## config.mk

```make
export PLATFORM = sky130hd
export DESIGN_NAME = mdu_issue_ctrl
export DESIGN_NICKNAME = d
export VERILOG_FILES = /design/src/rtl/mdu_issue_ctrl.sv
export SDC_FILE = /design/constraint.sdc
export NUM_CORES = 1
export LEC_CHECK = 0
export CORE_AREA = 3 3 40 42
export DETAILED_ROUTE_END_ITERATION = 8
export DIE_AREA = 0 0 43 45
export GPL_ROUTABILITY_DRIVEN = 0
export PLACE_DENSITY = 0.85
export SLEW_MARGIN = 25
export SYNTH_ARGS = -nofsm -noshare
export SYNTH_HDL_FRONTEND = slang
export SYNTH_SLANG_ARGS = --single-unit
```

## constraint.sdc

```tcl
create_clock -name clk -period 4.3 [get_ports clk]
set_input_delay 0.86 -clock clk [delete_from_list [all_inputs] [get_ports clk]]
set_output_delay 0.86 -clock clk [all_outputs]
set_load 0.02 [all_outputs]
```

## src/rtl/mdu_issue_ctrl.sv

```systemverilog
// ---------------------------------------------------------------------------
// mdu_issue_ctrl
//
// E-stage issue and hazard controller for the HI/LO multiply-divide unit.
// It holds the MD-class opcode in a D->E register and decodes it into the
// MDU start/op strobes, the HI/LO write strobes and the mfhi/mflo result
// select. It also mirrors the MDU countdown, so any MD-class instruction
// waiting in D is stalled while a multiply or divide is in flight.
//
// Parameters
//   MULT_CYC       cycles from the start edge to the HI/LO update (mult/multu)
//   DIV_CYC        cycles from the start edge to the HI/LO update (div/divu)
//
// Ports
//   clk            system clock, all state updates on the rising edge
//   reset          synchronous active-high reset, clears all state
//   d_md_op        D-stage MD class (0 NONE, 1 MULT, 2 MULTU, 3 DIV, 4 DIVU,
//                  5 MFHI, 6 MFLO, 7 MTHI, 8 MTLO, 9-15 behave as NONE)
//   ext_stall      stall request from other hazard logic (bubble into E)
//   mdu_busy       busy indication from the MDU, used only for cross-check
//   mdu_start      one-cycle start strobe to the MDU
//   mdu_op         MDU operation (0 mult, 1 multu, 2 div, 3 divu), 0 if idle
//   mdu_hi_write   mthi is in E
//   mdu_lo_write   mtlo is in E
//   e_mf_hi        mfhi is in E, E result mux selects HI
//   e_mf_lo        mflo is in E, E result mux selects LO
//   md_stall       combinational stall for F/D hold plus an E bubble
//   busy_mismatch  sticky flag, internal busy view disagreed with mdu_busy
// ---------------------------------------------------------------------------
module mdu_issue_ctrl #(
    parameter int MULT_CYC = 4,
    parameter int DIV_CYC  = 9
) (
    input  logic       clk,
    input  logic       reset,
    input  logic [3:0] d_md_op,
    input  logic       ext_stall,
    input  logic       mdu_busy,
    output logic       mdu_start,
    output logic [2:0] mdu_op,
    output logic       mdu_hi_write,
    output logic       mdu_lo_write,
    output logic       e_mf_hi,
    output logic       e_mf_lo,
    output logic       md_stall,
    output logic       busy_mismatch
);

    typedef enum logic [3:0] {
        OP_NONE  = 4'd0,
        OP_MULT  = 4'd1,
        OP_MULTU = 4'd2,
        OP_DIV   = 4'd3,
        OP_DIVU  = 4'd4,
        OP_MFHI  = 4'd5,
        OP_MFLO  = 4'd6,
        OP_MTHI  = 4'd7,
        OP_MTLO  = 4'd8
    } md_op_e;

    localparam logic [3:0] MULT_LOAD = 4'(MULT_CYC);
    localparam logic [3:0] DIV_LOAD  = 4'(DIV_CYC);

    md_op_e     e_op_q;
    md_op_e     e_op_d;
    logic [3:0] cnt_q;
    logic [3:0] cnt_d;
    logic       busy_mismatch_q;
    logic       busy_mismatch_d;

    logic       d_is_md;
    logic       cnt_running;
    logic       busy_int;
    logic       e_is_mult;
    logic [3:0] e_op_minus1;

    // Decode of the opcode held in E. Only the four arithmetic classes start
    // the unit; their MDU op code is simply the class number minus one.
    always_comb begin
        mdu_start    = 1'b0;
        mdu_op       = 3'd0;
        e_is_mult    = 1'b0;
        e_op_minus1  = 4'(e_op_q) - 4'd1;
        mdu_hi_write = (e_op_q == OP_MTHI);
        mdu_lo_write = (e_op_q == OP_MTLO);
        e_mf_hi      = (e_op_q == OP_MFHI);
        e_mf_lo      = (e_op_q == OP_MFLO);
        case (e_op_q)
            OP_MULT, OP_MULTU: begin
                mdu_start = 1'b1;
                mdu_op    = e_op_minus1[2:0];
                e_is_mult = 1'b1;
            end
            OP_DIV, OP_DIVU: begin
                mdu_start = 1'b1;
                mdu_op    = e_op_minus1[2:0];
            end
            default: begin
                mdu_start = 1'b0;
            end
        endcase
    end

    // Hazard detection. The unit counts as busy both in the start cycle
    // (start not yet sampled) and while the mirrored countdown is non-zero.
    // Only genuine MD-class instructions wait; NONE and the undefined codes
    // 9-15 pass straight through even while the unit is busy.
    always_comb begin
        d_is_md     = (d_md_op >= 4'd1) && (d_md_op <= 4'd8);
        cnt_running = (cnt_q != 4'd0);
        busy_int    = mdu_start | cnt_running;
        md_stall    = d_is_md & busy_int;
    end

    // Next-state for the E register. Any stall, from here or from other
    // hazard logic, injects a single bubble; undefined codes load as NONE so
    // they can never produce a strobe.
    always_comb begin
        e_op_d = OP_NONE;
        if (md_stall || ext_stall) begin
            e_op_d = OP_NONE;
        end else if (d_is_md) begin
            e_op_d = md_op_e'(d_md_op);
        end
    end

    // Countdown mirroring the MDU. It loads on the start edge and reaches
    // zero on the edge where the unit writes HI/LO, so a dependent
    // instruction is released into E exactly when the new values exist.
    // It keeps running during external stalls.
    always_comb begin
        cnt_d = cnt_q;
        if (mdu_start) begin
            cnt_d = e_is_mult ? MULT_LOAD : DIV_LOAD;
        end else if (cnt_running) begin
            cnt_d = cnt_q - 4'd1;
        end
    end

    // Cross-check against the unit. The registered countdown is the view
    // the MDU's own busy should match; the start cycle is skipped because the
    // unit has not yet seen the start there. Once set, only reset clears it.
    always_comb begin
        busy_mismatch_d = busy_mismatch_q;
        if (!mdu_start && (cnt_running != mdu_busy)) begin
            busy_mismatch_d = 1'b1;
        end
    end

    // State registers with synchronous reset.
    always_ff @(posedge clk) begin
        if (reset) begin
            e_op_q          <= OP_NONE;
            cnt_q           <= 4'd0;
            busy_mismatch_q <= 1'b0;
        end else begin
            e_op_q          <= e_op_d;
            cnt_q           <= cnt_d;
            busy_mismatch_q <= busy_mismatch_d;
        end
    end

    assign busy_mismatch = busy_mismatch_q;

endmodule
```

Yosys cells after proc, flatten, opt, wreduce, memory -nomap -nowiden
Index checks and enable logic that the tools add are counted.
{"block": "totals", "register_bits": 9, "latch_bits": 0, "ramBits": 0, "mem_bits_ro": 0, "in_bits": 8, "memories": 0}
{"block": "op_classes", "n_addsub": 2, "n_mul": 0, "div": 0, "order_cmp": 2, "n_eq_ne": 9, "shifts": 0, "n_mux": 6, "bitwise_logic": 3, "reduce_logical": 9}
{"operator": "$eq 4x3->1 const B", "n": 4}
{"operator": "$mux 4", "n": 3}
{"operator": "$eq 4x2->1 const B", "n": 2}
{"operator": "$eq 4x1->1 const B", "n": 1}
{"operator": "$eq 4x4->1 const B", "n": 1}
{"operator": "$ge 4x1->1 const B", "n": 1}
{"operator": "$le 4x4->1 const B", "n": 1}
{"operator": "$reduce_bool 4->1", "n": 1}
{"operator": "$reduce_or 4->1", "n": 1}
{"operator": "$sub 4x1->4 const B", "n": 1}
{"operator": "$mux 3", "n": 1}
{"operator": "$reduce_or 3->1", "n": 1}
{"operator": "$sub 3x1->3 const B", "n": 1}
{"operator": "$logic_and 1x1->1", "n": 2}
{"operator": "$mux 1", "n": 2}
{"operator": "$reduce_bool 2->1", "n": 1}
{"operator": "$reduce_or 2->1", "n": 1}
{"operator": "$and 1x1->1", "n": 1}
{"operator": "$logic_not 1->1", "n": 1}
{"operator": "$logic_or 1x1->1", "n": 1}
{"operator": "$ne 1x1->1", "n": 1}
{"operator": "$not 1->1", "n": 1}
{"operator": "$or 1x1->1", "n": 1}

Logic depth before layout (Yosys ltp)
Gate-level depths: netlist of the first run.
{"block": "logic_depth", "depth_word": 7, "depth_mapped": 7, "ltp_nobuf": 6}

Least setup slack after synthesis of the first run
No wires, ideal clock.
{"block": "synth_timing", "kind": "input-to-output", "from": "in d_md_op[2]", "to": "out md_stall", "t_arrival_ns": 1.507, "setup_slack_ns": 1.933, "path_stages": 3, "path_buffers": 0, "cell_sequence": "nor3_1 -> xor2_1 -> nor2_1"}
{"block": "synth_between", "elab_chain_len": 3}
{"item": "start, declared", "line": "36", "text": "input logic [3:0] d_md_op,"}
{"item": "$ge 4x1->1 or $le 4x4->1 (tied branches)", "line": "109", "text": "d_is_md = (d_md_op >= 4'd1) && (d_md_op <= 4'd8);"}
{"item": "$logic_and 1x1->1 *", "line": "109"}
{"item": "$and 1x1->1 *", "line": "112", "text": "md_stall = d_is_md & busy_int;"}
{"item": "end, declared", "line": "45", "text": "output logic md_stall,"}
Mark *: on every way between the ends. The rest lies on a longest branch, timed or not.

Final worst setup path of the first run
Ends and elaborated chain as after synthesis.

==> results of run 1 <==
worst register-to-register path, cell delays in order (launching register included):
cell     delay, ns
dfxtp_1       0.36
inv_1         0.09
ha_1          0.25
nor4_4        0.32
o31a_4        0.20
nor4b_4       0.23
and2_1        0.16
layout make-up:
cell class              count  area [um2]  share of cell area (%)
clock buffers               4       26.28                   3.167
flip-flops and latches      9       180.2                   21.72
inverters                   5       18.77                   2.262
repair buffers             17       170.2                   20.51
multi-input cells          48       415.4                   50.08
well taps                  15       18.77                   2.262
metal layers:
metal / track usage, % / up-vias / routed length [um]
met3: 2.390 / 2 / 48
met4: 9.036 / 0 / 19
met2: 23.05 / 14 / 528
met1: 14.56 / 219 / 451
li1: - / 249 / -
met5: 0 / - / 0
power groups by stage:
stage	Clock, mW	Combinational, mW	Sequential, mW
floorplan	0	0.216	0.137
global placement	0	0.275	0.136
detailed placement	0	0.279	0.137
CTS	0.0660	0.281	0.135
global route	0.0690	0.306	0.139
finish	0.0641	0.276	0.135
metrics by stage:
step	hold WS [ns]	std cells	total power [mW]	utilization, %	instance area, um2
floorplan	0.5028	64	0.3532	-	633.1
global placement	0.4560	94	0.4105	62.51	803.3
detailed placement	0.4602	94	0.4158	62.51	803.3
CTS	0.4787	98	0.4818	64.56	829.5
global route	0.4954	98	0.5136	64.56	829.5
finish	0.4744	98	0.4753	64.56	829.5
registers in the layout, summed over array words and instances (netlist names):
register	cells
cnt_q	4
busy_mismatch	1
e_op_q	4
cell families (layout without fill, tap and decap cells):
logic type | count (synthesis) | after routing | share of synthesized area (%)
AND/OR/NAND/NOR | 28 | 28 | 33.20
flip-flops | 9 | 9 | 28.46
AO/OA/AOI/OAI | 8 | 8 | 12.25
buffers and inverters | 7 | 26 | 5.928
adder cells (fa/ha/maj) | 6 | 6 | 11.86
XOR/XNOR | 6 | 6 | 8.300
worst min path at each step:
stage	slack, ns	to	cells past startpoint
floorplan	0.50	cnt_q[1]	2
global placement	0.46	busy_mismatch	2
detailed placement	0.46	busy_mismatch	2
CTS	0.48	busy_mismatch	2
global route	0.50	busy_mismatch	2
finish	0.47	busy_mismatch	2
layout by cell type, fill, tap and decap left out, types with 2 or more instances in the layout:
| cell type | n |
|---|---|
| inv_1 | 4 |
| xnor2_1 | 4 |
| ha_1 | 6 |
| xor2_1 | 2 |
| and2_1 | 7 |
| dfxtp_1 | 9 |
| nor3_1 | 3 |
| clkbuf_4 | 3 |
| a21oi_1 | 3 |
| clkdlybuf4s50_1 | 17 |
| nor2_1 | 8 |
==> impl_metrics.ini, run 1 <==
[outcome]
status = completed

[drt]
drc = 0
vias = 484
ant_nets = 0
wl_per_cell_um = 10.68
wl_um = 1047
routed_via_density = 4.939
firstDrtPassIters = 4
drtIter0Drc = 2

[power_and_ir_drop]
seqPwrFrac_pct = 28.4
p_clk_share_pct = 13.5
pwr_density_cell_mw_per_mm2 = 572.9
peakVddDrop_uv = 326.8
p_switching_mw = 0.1789
leakage_nw = 0.3302
comb_power_share_pct = 58.1
swShare_pct = 37.65
p_int_mw = 0.2963

[timing]
fmax_mhz = 301.1
slew_viol_final = 0
setup_tns_ns = 0
fin_crit_ns = 3.321
hold_viol = 0
clock_skew_ns = 0.008360
finalSetupViolCount = 0
slew_headroom_pct = 77.81
rsz0062_at_grt = no
fin_ws_ns = 0.9790
timing.final.crit_share_pct = 77.23
worst_pin_slew_ns = 0.3318

[setup_path]
required_ns = 3.44
r2r_end = e_op_q[0]
critPathLaunchType = input port
endpoint = md_stall
worstSetupPathType = in2out
crit_buf_inv = 2
critical_path.top_delay_family = buffers and inverters
reg2reg_depth = 6
r2r_slack_ns = 2.64
crit_chain = clkdlybuf4s50_1 -> nor3_1 -> xor2_1 -> nor2_1 -> clkdlybuf4s50_1
startpoint = d_md_op[2]
crit_top_cell = clkdlybuf4s50_1
critPathCaptureType = output pin
timing.rr.start = e_op_q[1]
critPathSlowestCell = clkdlybuf4s50_1
max_stage_delay_ns = 0.54
cp.depth = 5
path_max_fanout = 2
worst_ep_arrival_time_ns = 2.46

[hold_path]
hp-class = reg2reg
min_from = busy_mismatch

[logic_synthesis]
synth_cell_types = 27
synthArstFlopShare_pct = 0
syn_nets = 78
synthesis.area_um2 = 633.1
yosys-top-cells-count = 9 x dfxtp_1, 8 x nor2_1, 7 x and2_1
netlist.area_leader.share_pct = 28.46
synthFlopType = dfxtp_1
syn_area_per_cell_um2 = 9.892
ys_ff_latch = 9
yosys.area.top_type = dfxtp_1
ys_top_cells_by_area = dfxtp_1 28%, ha_1 12%, and2_1 6.9%
yosysSeqAreaShare_pct = 28.46
synth.most_common_cell = dfxtp_1
yosysWarnings = 0
syn-instance-count = 64
synth_edf_count = 0

[placement]
pre_cts_slack_ns = 0.9787
portBuffers = 17
dp_hpwl_um = 888.7

[global_routing]
grt_usage_pct = 13.19
grt_pass1_wl_um = 1911
grt_max_degree = 9
antenna_found_initial = 0
grt_pass1_vias = 486
grt.overflow.total = 0

[floorplan]
rows = 13
start_util_pct = 49.27
core_area_mm2 = 0.001285
fp.dieH_um = 45
die_area_mm2 = 0.001935
num_io_pins = 18
dieWidth_um = 43

[layout]
fill_cells = 118
layout-drive-gt1-share_pct = 16.87
area_growth_pct = 31.03
nets = 98
antenna_cells = 0

[job]
max_cap_violations = 0

[clocking]
path_clk_slew_ns = 0.06
cts_sinks = 9
h-tree-depth = 1
postCtsHoldBufs = 0
numCtsBuffers = 3
insertion_delay_ns = 0.26
cts_root_buf = clkbuf_4
cts_tree = yes
post_cts_buffers = 0
postCtsResizedCells = 0
cts_buffer_depth = 2
No activity file was read; power rests on OpenSTA's default activity.
==> run 2: changes to the inputs <==
--- a/config.mk
+++ b/config.mk
@@ -5,11 +5,11 @@
 export SDC_FILE = /design/constraint.sdc
 export NUM_CORES = 1
 export LEC_CHECK = 0
-export CORE_AREA = 3 3 40 42
+export CORE_MARGIN = 3
+export CORE_UTILIZATION = 45
 export DETAILED_ROUTE_END_ITERATION = 8
-export DIE_AREA = 0 0 43 45
 export GPL_ROUTABILITY_DRIVEN = 0
-export PLACE_DENSITY = 0.85
+export PLACE_DENSITY = 0.81
 export SLEW_MARGIN = 25
 export SYNTH_ARGS = -nofsm -noshare
 export SYNTH_HDL_FRONTEND = slang
==> constraint.sdc (replaced) <==
create_clock -name clk -period 3.41 [get_ports clk]
set_input_delay 0.682 -clock clk [delete_from_list [all_inputs] [get_ports clk]]
set_output_delay 0.682 -clock clk [all_outputs]
set_load 0.02 [all_outputs]
==> impl_metrics.ini, run 2 (same netlist as run 1, synthesis figures left out) <==
[layout]
final_cell_mix = 17 x clkdlybuf4s50_1, 9 x dfxtp_1, 8 x nor2_1, 7 x and2_1, 6 x ha_1
layout-drive-gt1-share_pct = 16.87
nets = 98
fill_cells = 102
antenna_cells = 0
layout_commonest_cell = clkdlybuf4s50_1
final_util_pct = 68.11
area_growth_pct = 30.83

[timing]
slew_viol_final = 0
fmax_mhz = 333.3
fin_ws_ns = 0.4096
fin_crit_ns = 3.000
rsz0062_at_grt = no
clock_skew_ns = 0.004238
worst_pin_slew_ns = 0.3575
timing.final.crit_share_pct = 87.99
finalSetupViolCount = 0
slew_headroom_pct = 76.14
hold_viol = 0
setup_tns_ns = 0

[clocking]
numCtsBuffers = 3
post_cts_buffers = 0
postCtsResizedCells = 0
cts_buffer_depth = 2
postCtsHoldBufs = 0
cts_tree = yes
h-tree-depth = 1
cts_root_buf = clkbuf_4
insertion_delay_ns = 0.26
cts_sinks = 9
path_clk_slew_ns = 0.06

[placement]
dp_hpwl_um = 936
portBuffers = 17
pre_cts_slack_ns = 0.5027

[drt]
firstDrtPassIters = 4
routed_via_density = 5.175
drtIter0Drc = 7
ant_nets = 0
wl_per_cell_um = 11.76
drc = 0
vias = 502
wl_um = 1141

[setup_path]
path_max_fanout = 7
startpoint = e_op_q[0]
worst_ep_arrival_time_ns = 2.32
r2r_end = cnt_q[3]
endpoint = mdu_op[2]
required_ns = 2.73
worstSetupPathType = reg2out
critPathCaptureType = output pin
r2r_slack_ns = 1.74
reg2reg_depth = 6
critPathLaunchType = register
timing.rr.start = e_op_q[0]

[floorplan]
rows = 12
num_io_pins = 18
die_area_mm2 = 0.001893
core_area_mm2 = 0.001216
fp.dieH_um = 43.51
dieWidth_um = 43.51
start_util_pct = 52.06

[global_routing]
grt_usage_pct = 14.10
grt_max_degree = 9
antenna_found_initial = 0
grt_pass1_vias = 451
grt.overflow.total = 0
grt_pass1_wl_um = 1987

[hold_path]
hp-class = reg2reg
min_from = busy_mismatch

[job]
max_cap_violations = 0

[power_and_ir_drop]
pwr_density_cell_mw_per_mm2 = 741.8
leakage_nw = 0.3302
peakVddDrop_uv = 420.2

[outcome]
status = completed
==> run 2: cell counts in the layout (fill, tap and decap cells not counted) <==
Identical to the previous run, type by type.
==> run 2: layer usage <==
metal	GRT usage, %	wire [um]
met1	16.38	512
met5	0	0
met2	23.60	526
met3	2.490	66
met4	9.036	36
==> run 2: critical path: stages (launching register included) <==
cell             delay (ns)
dfxtp_1                0.33
inv_1                  0.11
ha_1                   0.27
nor4_4                 0.07
or3_1                  0.51
nor2_1                 0.16
clkdlybuf4s50_1        0.61
==> run 2: worst min path at each step <==
stage                                to  slack, ns  cells after the start
after floorplan                cnt_q[1]       0.50                      2
after global placement    busy_mismatch       0.46                      2
after detailed placement  busy_mismatch       0.47                      2
after CTS                 busy_mismatch       0.49                      2
after global routing      busy_mismatch       0.54                      2
final                     busy_mismatch       0.48                      2
==> run 2: area by class of cell <==
class / count / area (um2) / area share, %
Clock buffer: 4 / 26.28 / 3.172
Inverter: 5 / 18.77 / 2.266
Multi-Input combinational cell: 48 / 415.4 / 50.15
Sequential cell: 9 / 180.2 / 21.75
Tap cell: 14 / 17.52 / 2.115
Timing Repair Buffer: 17 / 170.2 / 20.54
==> run 2: where the power goes <==
| group | internal [mW] | leakage [nW] | total, mW | switching [mW] |
|---|---|---|---|---|
| clock network | 0.0449 | 0.0150 | 0.0789 | 0.0340 |
| registers | 0.138 | 0.0739 | 0.172 | 0.0340 |
| logic | 0.191 | 0.241 | 0.363 | 0.173 |
==> run 2: through the flow <==
stage	total power, mW	instances	area [um2]	hold slack (ns)
6_report	0.6145	97	828.3	0.4839
5_1_grt	0.6670	97	828.3	0.5422
4_1_cts	0.6195	97	828.3	0.4925
3_5_place_dp	0.5353	93	802.0	0.4735
3_3_place_gp	0.5224	93	802.0	0.4617
2_1_floorplan	0.4453	64	633.1	0.5028
==> run 3: changes to the inputs <==
--- a/config.mk
+++ b/config.mk
@@ -10,6 +10,7 @@
 export DETAILED_ROUTE_END_ITERATION = 8
 export GPL_ROUTABILITY_DRIVEN = 0
 export PLACE_DENSITY = 0.81
+export SKIP_LAST_GASP = 1
 export SLEW_MARGIN = 25
 export SYNTH_ARGS = -nofsm -noshare
 export SYNTH_HDL_FRONTEND = slang
==> results of run 3 <==
No change in the layout: final DEF, timing and power equal those of run 2.
